**src/rtl/dds_wave_gen_if.sv**
```systemverilog
// dds_wave_gen_if: control and sample bundle between the register block, the
// DDS waveform generator and the DAC output stage.
//
// Optional feature macro: DDS_AMP_SCALE_EN adds the amp (gain) signal.
//
// Signals
//   en         accumulator advance enable
//   freq       tuning word (phase increment per enabled cycle)
//   freq_ld    1-cycle strobe capturing freq/form/duty into the pending set
//   form       waveform select
//   duty       pulse threshold for the pulse waveform
//   phase_clr  synchronous phase clear
//   amp        unsigned gain (DDS_AMP_SCALE_EN only)
//   dds        output sample (unsigned offset binary)
//   dds_valid  dds holds a sample computed from an enabled cycle
//   wrap       1-cycle pulse on accumulator carry-out
//
// Modports: master drives the controls and reads the samples; slave is the generator.
interface dds_wave_gen_if #(
    parameter int PHASE_W = 32,
    parameter int OUT_W   = 8
);
    logic               en;
    logic [PHASE_W-1:0] freq;
    logic               freq_ld;
    logic [2:0]         form;
    logic [OUT_W-1:0]   duty;
    logic               phase_clr;
`ifdef DDS_AMP_SCALE_EN
    logic [OUT_W-1:0]   amp;
`endif
    logic [OUT_W-1:0]   dds;
    logic               dds_valid;
    logic               wrap;

`ifdef DDS_AMP_SCALE_EN
    modport master (output en, freq, freq_ld, form, duty, phase_clr, amp,
                    input  dds, dds_valid, wrap);
    modport slave  (input  en, freq, freq_ld, form, duty, phase_clr, amp,
                    output dds, dds_valid, wrap);
`else
    modport master (output en, freq, freq_ld, form, duty, phase_clr,
                    input  dds, dds_valid, wrap);
    modport slave  (input  en, freq, freq_ld, form, duty, phase_clr,
                    output dds, dds_valid, wrap);
`endif
endinterface

```
**src/rtl/dds_wave_gen.sv**
```systemverilog
// dds_wave_gen: DDS waveform generator. A phase accumulator feeds a registered
// shaper. The shaper produces saw, reverse saw, triangle, square and pulse
// waveforms as unsigned offset-binary samples. Frequency, form and duty changes
// go to a pending set first. They become active only at a phase wrap, on
// phase clear, or while the accumulator is idle. As a result the waveform
// never glitches mid-period.
//
// Optional feature macro: DDS_AMP_SCALE_EN. When it is defined, the shaped
// sample is multiplied by bus.amp and truncated (>> OUT_W) in one extra
// register stage. This adds one cycle of latency to dds/dds_valid; wrap is
// unchanged.
//
// Ports
//   clk    system clock, rising edge
//   rst_n  asynchronous active-low reset
//   bus    dds_wave_gen_if.slave (controls in, dds/dds_valid/wrap out)
module dds_wave_gen #(
    parameter int PHASE_W = 32,
    parameter int OUT_W   = 8
) (
    input  logic           clk,
    input  logic           rst_n,
    dds_wave_gen_if.slave  bus
);
    localparam logic [2:0] FORM_SAW = 3'b000;
    localparam logic [2:0] FORM_REV = 3'b001;
    localparam logic [2:0] FORM_TRI = 3'b010;
    localparam logic [2:0] FORM_SQR = 3'b011;
    localparam logic [2:0] FORM_PUL = 3'b100;

    localparam logic [OUT_W-1:0]   SAMPLE_MAX  = {OUT_W{1'b1}};
    localparam logic [OUT_W-1:0]   SAMPLE_ZERO = {OUT_W{1'b0}};
    // The reset duty is 25 %: only bit OUT_W-2 is set.
    localparam logic [OUT_W-1:0]   DUTY_RST    = {2'b01, {(OUT_W-2){1'b0}}};
    localparam logic [PHASE_W-1:0] PHASE_ZERO  = {PHASE_W{1'b0}};

    // Map one phase sample p (the top bits of the accumulator) to an output sample.
    function automatic logic [OUT_W-1:0] shape(input logic [OUT_W-1:0] p,
                                               input logic [2:0]       form,
                                               input logic [OUT_W-1:0] duty);
        logic [OUT_W-1:0] q;
        q = {p[OUT_W-2:0], 1'b0};
        case (form)
            FORM_SAW: shape = p;
            FORM_REV: shape = SAMPLE_MAX - p;
            // Rising half doubles p; falling half mirrors it by inverting.
            FORM_TRI: shape = p[OUT_W-1] ? ~q : q;
            FORM_SQR: shape = p[OUT_W-1] ? SAMPLE_MAX : SAMPLE_ZERO;
            FORM_PUL: shape = (p < duty) ? SAMPLE_MAX : SAMPLE_ZERO;
            default:  shape = SAMPLE_ZERO;
        endcase
    endfunction

    logic [PHASE_W-1:0] acc_r;
    logic [PHASE_W-1:0] freq_act_r;
    logic [PHASE_W-1:0] freq_pend_r;
    logic [2:0]         form_act_r;
    logic [2:0]         form_pend_r;
    logic [OUT_W-1:0]   duty_act_r;
    logic [OUT_W-1:0]   duty_pend_r;
    logic               wrap_r;
    logic [OUT_W-1:0]   dds_r;
    logic               dds_valid_r;

    logic [PHASE_W:0]   sum_s;
    logic [PHASE_W-1:0] acc_next_s;
    logic               wrap_next_s;
    logic               copy_s;
    logic               adv_s;
    logic [OUT_W-1:0]   shaped_s;

    // Compute the next accumulator value, the carry, the pending-to-active copy condition and the shaped sample.
    always_comb begin
        sum_s    = {1'b0, acc_r} + {1'b0, freq_act_r};
        adv_s    = bus.en & ~bus.phase_clr;
        shaped_s = shape(acc_r[PHASE_W-1 -: OUT_W], form_act_r, duty_act_r);
        if (bus.phase_clr) begin
            acc_next_s  = PHASE_ZERO;
            wrap_next_s = 1'b0;
            copy_s      = 1'b1;
        end else if (bus.en) begin
            acc_next_s  = sum_s[PHASE_W-1:0];
            wrap_next_s = sum_s[PHASE_W];
            copy_s      = sum_s[PHASE_W];
        end else begin
            // While idle, each cycle is a safe point to take new settings.
            acc_next_s  = acc_r;
            wrap_next_s = 1'b0;
            copy_s      = 1'b1;
        end
    end

    // Phase accumulator and the wrap pulse.
    always_ff @(posedge clk or negedge rst_n) begin
        if (!rst_n) begin
            acc_r  <= PHASE_ZERO;
            wrap_r <= 1'b0;
        end else begin
            acc_r  <= acc_next_s;
            wrap_r <= wrap_next_s;
        end
    end

    // Pending/active settings. On a copy the active set takes the old pending value, so a coinciding load waits for the next copy.
    always_ff @(posedge clk or negedge rst_n) begin
        if (!rst_n) begin
            freq_pend_r <= PHASE_ZERO;
            form_pend_r <= FORM_SAW;
            duty_pend_r <= DUTY_RST;
            freq_act_r  <= PHASE_ZERO;
            form_act_r  <= FORM_SAW;
            duty_act_r  <= DUTY_RST;
        end else begin
            if (bus.freq_ld) begin
                freq_pend_r <= bus.freq;
                form_pend_r <= bus.form;
                duty_pend_r <= bus.duty;
            end
            if (copy_s) begin
                freq_act_r <= freq_pend_r;
                form_act_r <= form_pend_r;
                duty_act_r <= duty_pend_r;
            end
        end
    end

    // Shaper output register. The sample is held when no enabled cycle produced a new one.
    always_ff @(posedge clk or negedge rst_n) begin
        if (!rst_n) begin
            dds_r       <= SAMPLE_ZERO;
            dds_valid_r <= 1'b0;
        end else begin
            dds_valid_r <= adv_s;
            if (adv_s) begin
                dds_r <= shaped_s;
            end
        end
    end

`ifdef DDS_AMP_SCALE_EN
    logic [2*OUT_W-1:0] prod_s;
    logic [OUT_W-1:0]   dds_amp_r;
    logic               dds_amp_valid_r;

    assign prod_s = {{OUT_W{1'b0}}, dds_r} * {{OUT_W{1'b0}}, bus.amp};

    // Gain stage: keep the upper half of the product (truncating >> OUT_W).
    always_ff @(posedge clk or negedge rst_n) begin
        if (!rst_n) begin
            dds_amp_r       <= SAMPLE_ZERO;
            dds_amp_valid_r <= 1'b0;
        end else begin
            dds_amp_r       <= prod_s[2*OUT_W-1:OUT_W];
            dds_amp_valid_r <= dds_valid_r;
        end
    end

    assign bus.dds       = dds_amp_r;
    assign bus.dds_valid = dds_amp_valid_r;
`else
    assign bus.dds       = dds_r;
    assign bus.dds_valid = dds_valid_r;
`endif
    assign bus.wrap = wrap_r;

endmodule
```
**src/flat_wrapper.sv**
```systemverilog
// flat-port wrapper written by rule: the top's interface ports become plain ports
module dds_wave_gen_flat 
#(
    parameter int PHASE_W = 32,
    parameter int OUT_W   = 8
)
  (clk, rst_n, bus_en, bus_freq, bus_freq_ld, bus_form, bus_duty, bus_phase_clr, bus_dds, bus_dds_valid, bus_wrap);
  dds_wave_gen_if #(.PHASE_W(PHASE_W), .OUT_W(OUT_W)) bus_i ();
  input  logic clk;
  input  logic rst_n;
  input wire logic [$bits(bus_i.en)-1:0] bus_en;
  input wire logic [$bits(bus_i.freq)-1:0] bus_freq;
  input wire logic [$bits(bus_i.freq_ld)-1:0] bus_freq_ld;
  input wire logic [$bits(bus_i.form)-1:0] bus_form;
  input wire logic [$bits(bus_i.duty)-1:0] bus_duty;
  input wire logic [$bits(bus_i.phase_clr)-1:0] bus_phase_clr;
  output wire logic [$bits(bus_i.dds)-1:0] bus_dds;
  output wire logic [$bits(bus_i.dds_valid)-1:0] bus_dds_valid;
  output wire logic [$bits(bus_i.wrap)-1:0] bus_wrap;
  assign bus_i.en = bus_en;
  assign bus_i.freq = bus_freq;
  assign bus_i.freq_ld = bus_freq_ld;
  assign bus_i.form = bus_form;
  assign bus_i.duty = bus_duty;
  assign bus_i.phase_clr = bus_phase_clr;
  assign bus_dds = bus_i.dds;
  assign bus_dds_valid = bus_i.dds_valid;
  assign bus_wrap = bus_i.wrap;
  dds_wave_gen #(.PHASE_W(PHASE_W), .OUT_W(OUT_W)) u_core (.clk(clk), .rst_n(rst_n), .bus(bus_i));
endmodule
```
**config.mk**
```make
export PLATFORM = sky130hd
export DESIGN_NAME = dds_wave_gen_flat
export DESIGN_NICKNAME = d
export VERILOG_FILES = /design/src/rtl/dds_wave_gen_if.sv /design/src/rtl/dds_wave_gen.sv /design/src/flat_wrapper.sv
export SDC_FILE = /design/constraint.sdc
export NUM_CORES = 1
export LEC_CHECK = 0
export CORE_MARGIN = 1.5
export CORE_UTILIZATION = 35
export CTS_CLUSTER_DIAMETER = 100
export DETAILED_ROUTE_END_ITERATION = 8
export MAX_ROUTING_LAYER = met4
export PLACE_DENSITY = 0.58
export SLEW_MARGIN = 20
export SYNTH_ARGS = -nofsm -noshare
export SYNTH_HDL_FRONTEND = slang
export SYNTH_SLANG_ARGS = --single-unit
```
**constraint.sdc**
```tcl
create_clock -name clk -period 3.5 [get_ports clk]
set_input_delay 0.7 -clock clk [delete_from_list [all_inputs] [get_ports clk]]
set_output_delay 0.7 -clock clk [all_outputs]
set_load 0.005 [all_outputs]
```
## Yosys cells after proc, flatten, opt, wreduce, memory -nomap -nowiden

Cells that the tools add are included.

- Latch bits: 0
- Memories kept: 0
- Bits in registers: 128
- Bits in writable memories: 0
- ROM bits: 0

- Magnitude comparators: 1
- Divide/modulo/power cells: 0
- Reduce and logical (&&, ||, !) cells: 2
- $mul: 0
- Bitwise gates (word level): 3
- Muxes and demuxes: 10
- Shift-type cells: 0
- Add/sub/neg operators: 2
- Equality and inequality tests: 4

Operators by type and width:

| cell | number |
|---|---|
| 2-to-1 mux 32 bit | 2 |
| case mux 8 bit (5 select lines) | 1 |
| adder 32 x 32 -> 33 bit | 1 |
| 2-to-1 mux 8 bit | 3 |
| < comparator 8 bit | 1 |
| inverter 8 bit | 1 |
| subtractor 8 bit, first input constant | 1 |
| == test 3 x 2 -> 1 bit, second input constant | 2 |
| 2-to-1 mux 1 bit | 4 |
| == test 3 x 1 -> 1 bit, second input constant | 1 |
| == test 3 bit, second input constant | 1 |
| zero test 3 bit | 1 |
| nonzero test 2 bit | 1 |
| bitwise AND 1 bit | 1 |
| inverter 1 bit | 1 |

## Logic depth before layout (Yosys ltp)

- Depth in word-level cells: 3
- Depth in mapped cells: 11
- Gate-level depth less buffers: 10

## Worst setup path before layout

Ideal clock, no wire load.

- Path type: reg2reg
- From: register u_core.freq_act_r[0]
- To: register u_core.duty_act_r[0]
- Buffers on the path: 1
- Setup slack: 0.789 ns
- Data required time: 3.375 ns
- Arrival time: 2.586 ns
- Stages on the path, launching flop included: 12
- Clock period less this slack: 2.711 ns
- Path through: dfrtp_1 ha_1 inv_1 fa_1 nand2b_1 a21oi_1 o31ai_2 o21ai_2 a31oi_4 a32oi_4 buf_6 mux2_2

- Longest elaborated chain between the ends: 3

RTL lines:

| item | line | RTL |
|---|---|---|
| start, declared | dds_wave_gen.sv:55 | `logic [PHASE_W-1:0] freq_act_r;` |
| start signal, assigned | dds_wave_gen.sv:120 | `freq_act_r <= freq_pend_r;` |
| adder 32 x 32 -> 33 bit | dds_wave_gen.sv:74 | `sum_s = {1'b0, acc_r} + {1'b0, freq_act_r};` |
| 2-to-1 mux 1 bit | dds_wave_gen.sv:81 | `end else if (bus.en) begin` |
| 2-to-1 mux 1 bit | dds_wave_gen.sv:77 | `if (bus.phase_clr) begin` |
| end signal, assigned | dds_wave_gen.sv:122 | `duty_act_r <= duty_pend_r;` |
| end, declared | dds_wave_gen.sv:59 | `logic [OUT_W-1:0] duty_act_r;` |

Every way passes these cells.
A chain may end at the register's enable or synchronous reset.

## Worst setup path after layout

- From: register u_core.acc_r[0]
- To: register u_core.freq_act_r[1]

- Longest elaborated chain between the ends: 3

RTL lines:

| item | line | RTL |
|---|---|---|
| start, declared | dds_wave_gen.sv:54 | `logic [PHASE_W-1:0] acc_r;` |
| start signal, assigned | dds_wave_gen.sv:99 | `acc_r <= acc_next_s;` |
| adder 32 x 32 -> 33 bit | dds_wave_gen.sv:74 |  |
| 2-to-1 mux 1 bit | dds_wave_gen.sv:81 |  |
| 2-to-1 mux 1 bit | dds_wave_gen.sv:77 |  |

Every way passes these cells.

==> summary.md <==
| Metric | Value |
|---|---|
| Die ar. | `21,100 µm²` |
| Sw Ratio | `39.0%` |
| Worst skew pair latency | `0.42 ns` |
| Nets@finish | `792` |
| Global route overflow | `0` |
| Global-route wire length before repair | `27.1 mm` |
| Final ANT Viol Nets | `0` |
| Die Wd | `145 µm` |
| Via density | `5.22` |
| Async SR Flop Fraction | `100%` |
| Post_cts resized | `0` |
| RePlAce Congestion | `0.884` |
| Share of cells above drive strength 1 | `20.5%` |
| Final Critical Period | `2.95 ns` |
| Synth Flop Type | `dfrtp_1` |
| CP startpoint kind | `flop` |
| Register-to-Register Path Depth | `11` |
| Hold buffers post-CTS | `0` |
| Post-synth cell types | `64` |
| Number of flops mapped to enable cells by yosys | `0` |
| Critical R2R Launch | `u_core.acc_r[0]` |
| # Post-CTS Setup Buffers | `0` |
| Largest net degree at the start of global routing | `63` |
| H-tree depth | `4` |
| Max Slew Vio Count | `0` |
| Vias in the first global route | `5,333` |
| Fin area | `8470 µm²` |
| Wirelength per Cell | `16.0 µm` |
| Number of antenna violations at the first check in global routing | `0` |
| Top cells by area, synth | `dfrtp_1 44%, mux2_2 13%, ha_1 6.9%` |
| Syn avg cell area | `10.9 µm²` |
| Post-Place Cell Area | `7880 µm²` |
| Root Driver | `clkbuf_16` |
| WP data required | `3.80 ns` |
| Final setup violation count | `0` |
| Dpl hpwl | `11.2 mm` |
| Syn-to-layout area delta | `19.5%` |
| Die Height | `145 µm` |
| Worst hold path class | `in -> async` |
| Critical-path cell list | `ha_1 -> inv_1 -> fa_1 -> nand2b_1 -> a21oi_1 -> o31ai_2 -> o21ai_2 -> a31oi_4 -> a32oi_4 -> buf_12 -> mux2_2` |
| Worst VDD drop | `0.402 mV` |
| Critical path class | `reg -> reg` |
| Critical path's largest stage delay | `0.40 ns` |
| Top-Level Pins | `58` |
| Final critical-path share of the clock period | `84.2%` |
| Number of port buffers | `57` |
| Net Switching | `2.96 mW` |
| Worst R2R Setup Slack | `0.55 ns` |
| Worst reg2reg endpoint | `u_core.freq_act_r[1]` |
| Leakage | `3.62 nW` |
| Combinational power share | `45.7%` |
| Register area share after synthesis | `45.2%` |
| Clk buf depth | `2` |
| Cell Area, Synth | `7090 µm²` |
| Clk slew on worst S/H paths | `0.06 ns` |
| Layout fillers | `1,915` |
| TritonRoute pass-1 iters | `8` |
| Top cell type's share of synthesized area | `44.5%` |
| Routed wire length | `15.7 mm` |
| Placed instance count | `950` |
| Hold WS | `0.243 ns` |
| Clk pwr share | `23.0%` |
| CTS tree | `yes` |
| Initial Util | `36.1%` |
| Worst-margin pin slew | `0.998 ns` |
| Number of cell rows | `51` |
| Cell-internal power | `4.63 mW` |
| Seq pwr share | `31.3%` |
| Yosys Warn Count | `0` |
| Final non-filler cell total | `982` |
| Commonest cells after routing, fill and taps aside | `126 x dfrtp_1, 83 x mux2_2, 55 x clkdlybuf4s50_1, 51 x nand2_1, 43 x nor2_1` |
| CTS buffer count | `17` |
| CP max-delay cell | `fa_1` |
| Total Routing Usage GR | `16.3%` |
| Syn nets | `739` |
| F_max | `0.339 GHz` |
| Clock Skew | `0.00750 ns` |
| Final core utilization | `43.1%` |
| Post-synth top area cell | `dfrtp_1` |
| CP Capture Type | `flop` |
| Relative slew slack | `33.5%` |
| Hold Fails Final Rpt | `0` |
| Setup_tns | `0 ns` |
| ANT cells | `0` |
| Core ar. | `19,700 µm²` |
| Via count | `5,128` |
| Synth Register Bits | `128` |
| Initial DRC Count | `342` |
| Most common cell after layout, fill and taps aside | `dfrtp_1` |
| Num Clock Sinks | `128` |
| CP Launch Point | `u_core.acc_r[0]` |
| Status | `completed` |
| Max-cap violations | `0` |
| DRC | `0` |
| Worst EP arrival | `3.25 ns` |
| Post-Syn Instances | `651` |
| Crit Path Max Fanout | `32` |
| Pwr/cell area | `897 nW/µm²` |
| RSZ-0062 raised after global routing | `no` |
[worst max-delay path: cells and delay by family (launching register included)]
kind / cells / cell delay [ns]
and+or+nand+nor: 1 / 0.18
AOI/OAI and AO/OA: 5 / 1.02
DFF: 1 / 0.36
adders and majority gates: 2 / 0.58
buffers and inverters: 2 / 0.31
muxes: 1 / 0.36
[worst max path at each step]
stage                           endpoint  depth (start not counted)
finish              u_core.freq_act_r[1]                         11
CTS                 u_core.freq_act_r[1]                         11
detailed placement  u_core.duty_act_r[3]                         11
global route        u_core.freq_act_r[1]                         11
global placement    u_core.freq_act_r[2]                         11
floorplan           u_core.duty_act_r[0]                         11
[cell families after synthesis]
logic type	Yosys count	synth area share (%)
xor+xnor	27	3.34
fa+ha+maj	40	7.17
flops	128	45.2
compound gates	144	14.0
buf+inv	48	3.65
simple gates	166	11.1
mux	98	15.5
[layer usage]
metal | share of wire [%] | GRT usage (%) | vias to the layer above
met3 | 4.2 | 3.77 | 27
met2 | 47 | 26.0 | 128
met5 | 0 | - | -
li1 | - | - | 2489
met4 | 1.9 | 5.36 | 0
met1 | 47 | 20.5 | 2484
[final cells by class]
class / count / area [µm²] / area share, %
repair buffers: 66 / 656 / 7.74
flip-flops and latches: 128 / 3210 / 37.9
inverters: 16 / 60.1 / 0.709
well taps: 265 / 332 / 3.92
multi-input cells: 475 / 3620 / 42.8
clock buffers: 19 / 453 / 5.35
clock inverters: 13 / 138 / 1.63
[synthesized netlist by cell type, types with 5 or more instances]
| library cell | n |
|---|---|
| a211o_1 | 9 |
| a211oi_1 | 12 |
| a21o_1 | 5 |
| a21oi_1 | 37 |
| clkbuf_1 | 19 |
| dfrtp_1 | 126 |
| ha_1 | 39 |
| inv_1 | 16 |
| mux2_2 | 83 |
| mux2i_1 | 12 |
| nand2_1 | 51 |
| nand2b_1 | 10 |
| nand3_1 | 17 |
| nand4_1 | 15 |
| nor2_1 | 43 |
| nor3_1 | 12 |
| o211ai_1 | 8 |
| o21ai_0 | 31 |
| xnor2_1 | 19 |
| xor2_1 | 8 |
[flip-flops by register name, indices dropped and copies added, names as in the netlist]
signal and flops:
u_core.acc_r 32, u_core.freq_act_r 32, u_core.freq_pend_r 32, u_core.bus.dds 8, u_core.duty_act_r 8, u_core.duty_pend_r 8
u_core.form_act_r 3, u_core.form_pend_r 3, u_core.bus.dds_valid 1, u_core.bus.wrap 1
[through the flow]
stage	setup WS [ns]	power, mW
global placement	0.625	5.75
floorplan	0.789	5.01
finish	0.552	7.60
global route	0.351	8.21
CTS	0.548	7.65
detailed placement	0.562	5.84
[power by group through the flow]
stage	registers [mW]	logic [mW]	clock network (mW)
after floorplan	2.19	2.83	0
after global placement	2.38	3.37	0
after detailed placement	2.40	3.44	0
after CTS	2.39	3.47	1.80
after global routing	2.45	3.89	1.86
final	2.38	3.47	1.75
Note: power is estimated with default switching activity, not from simulation.
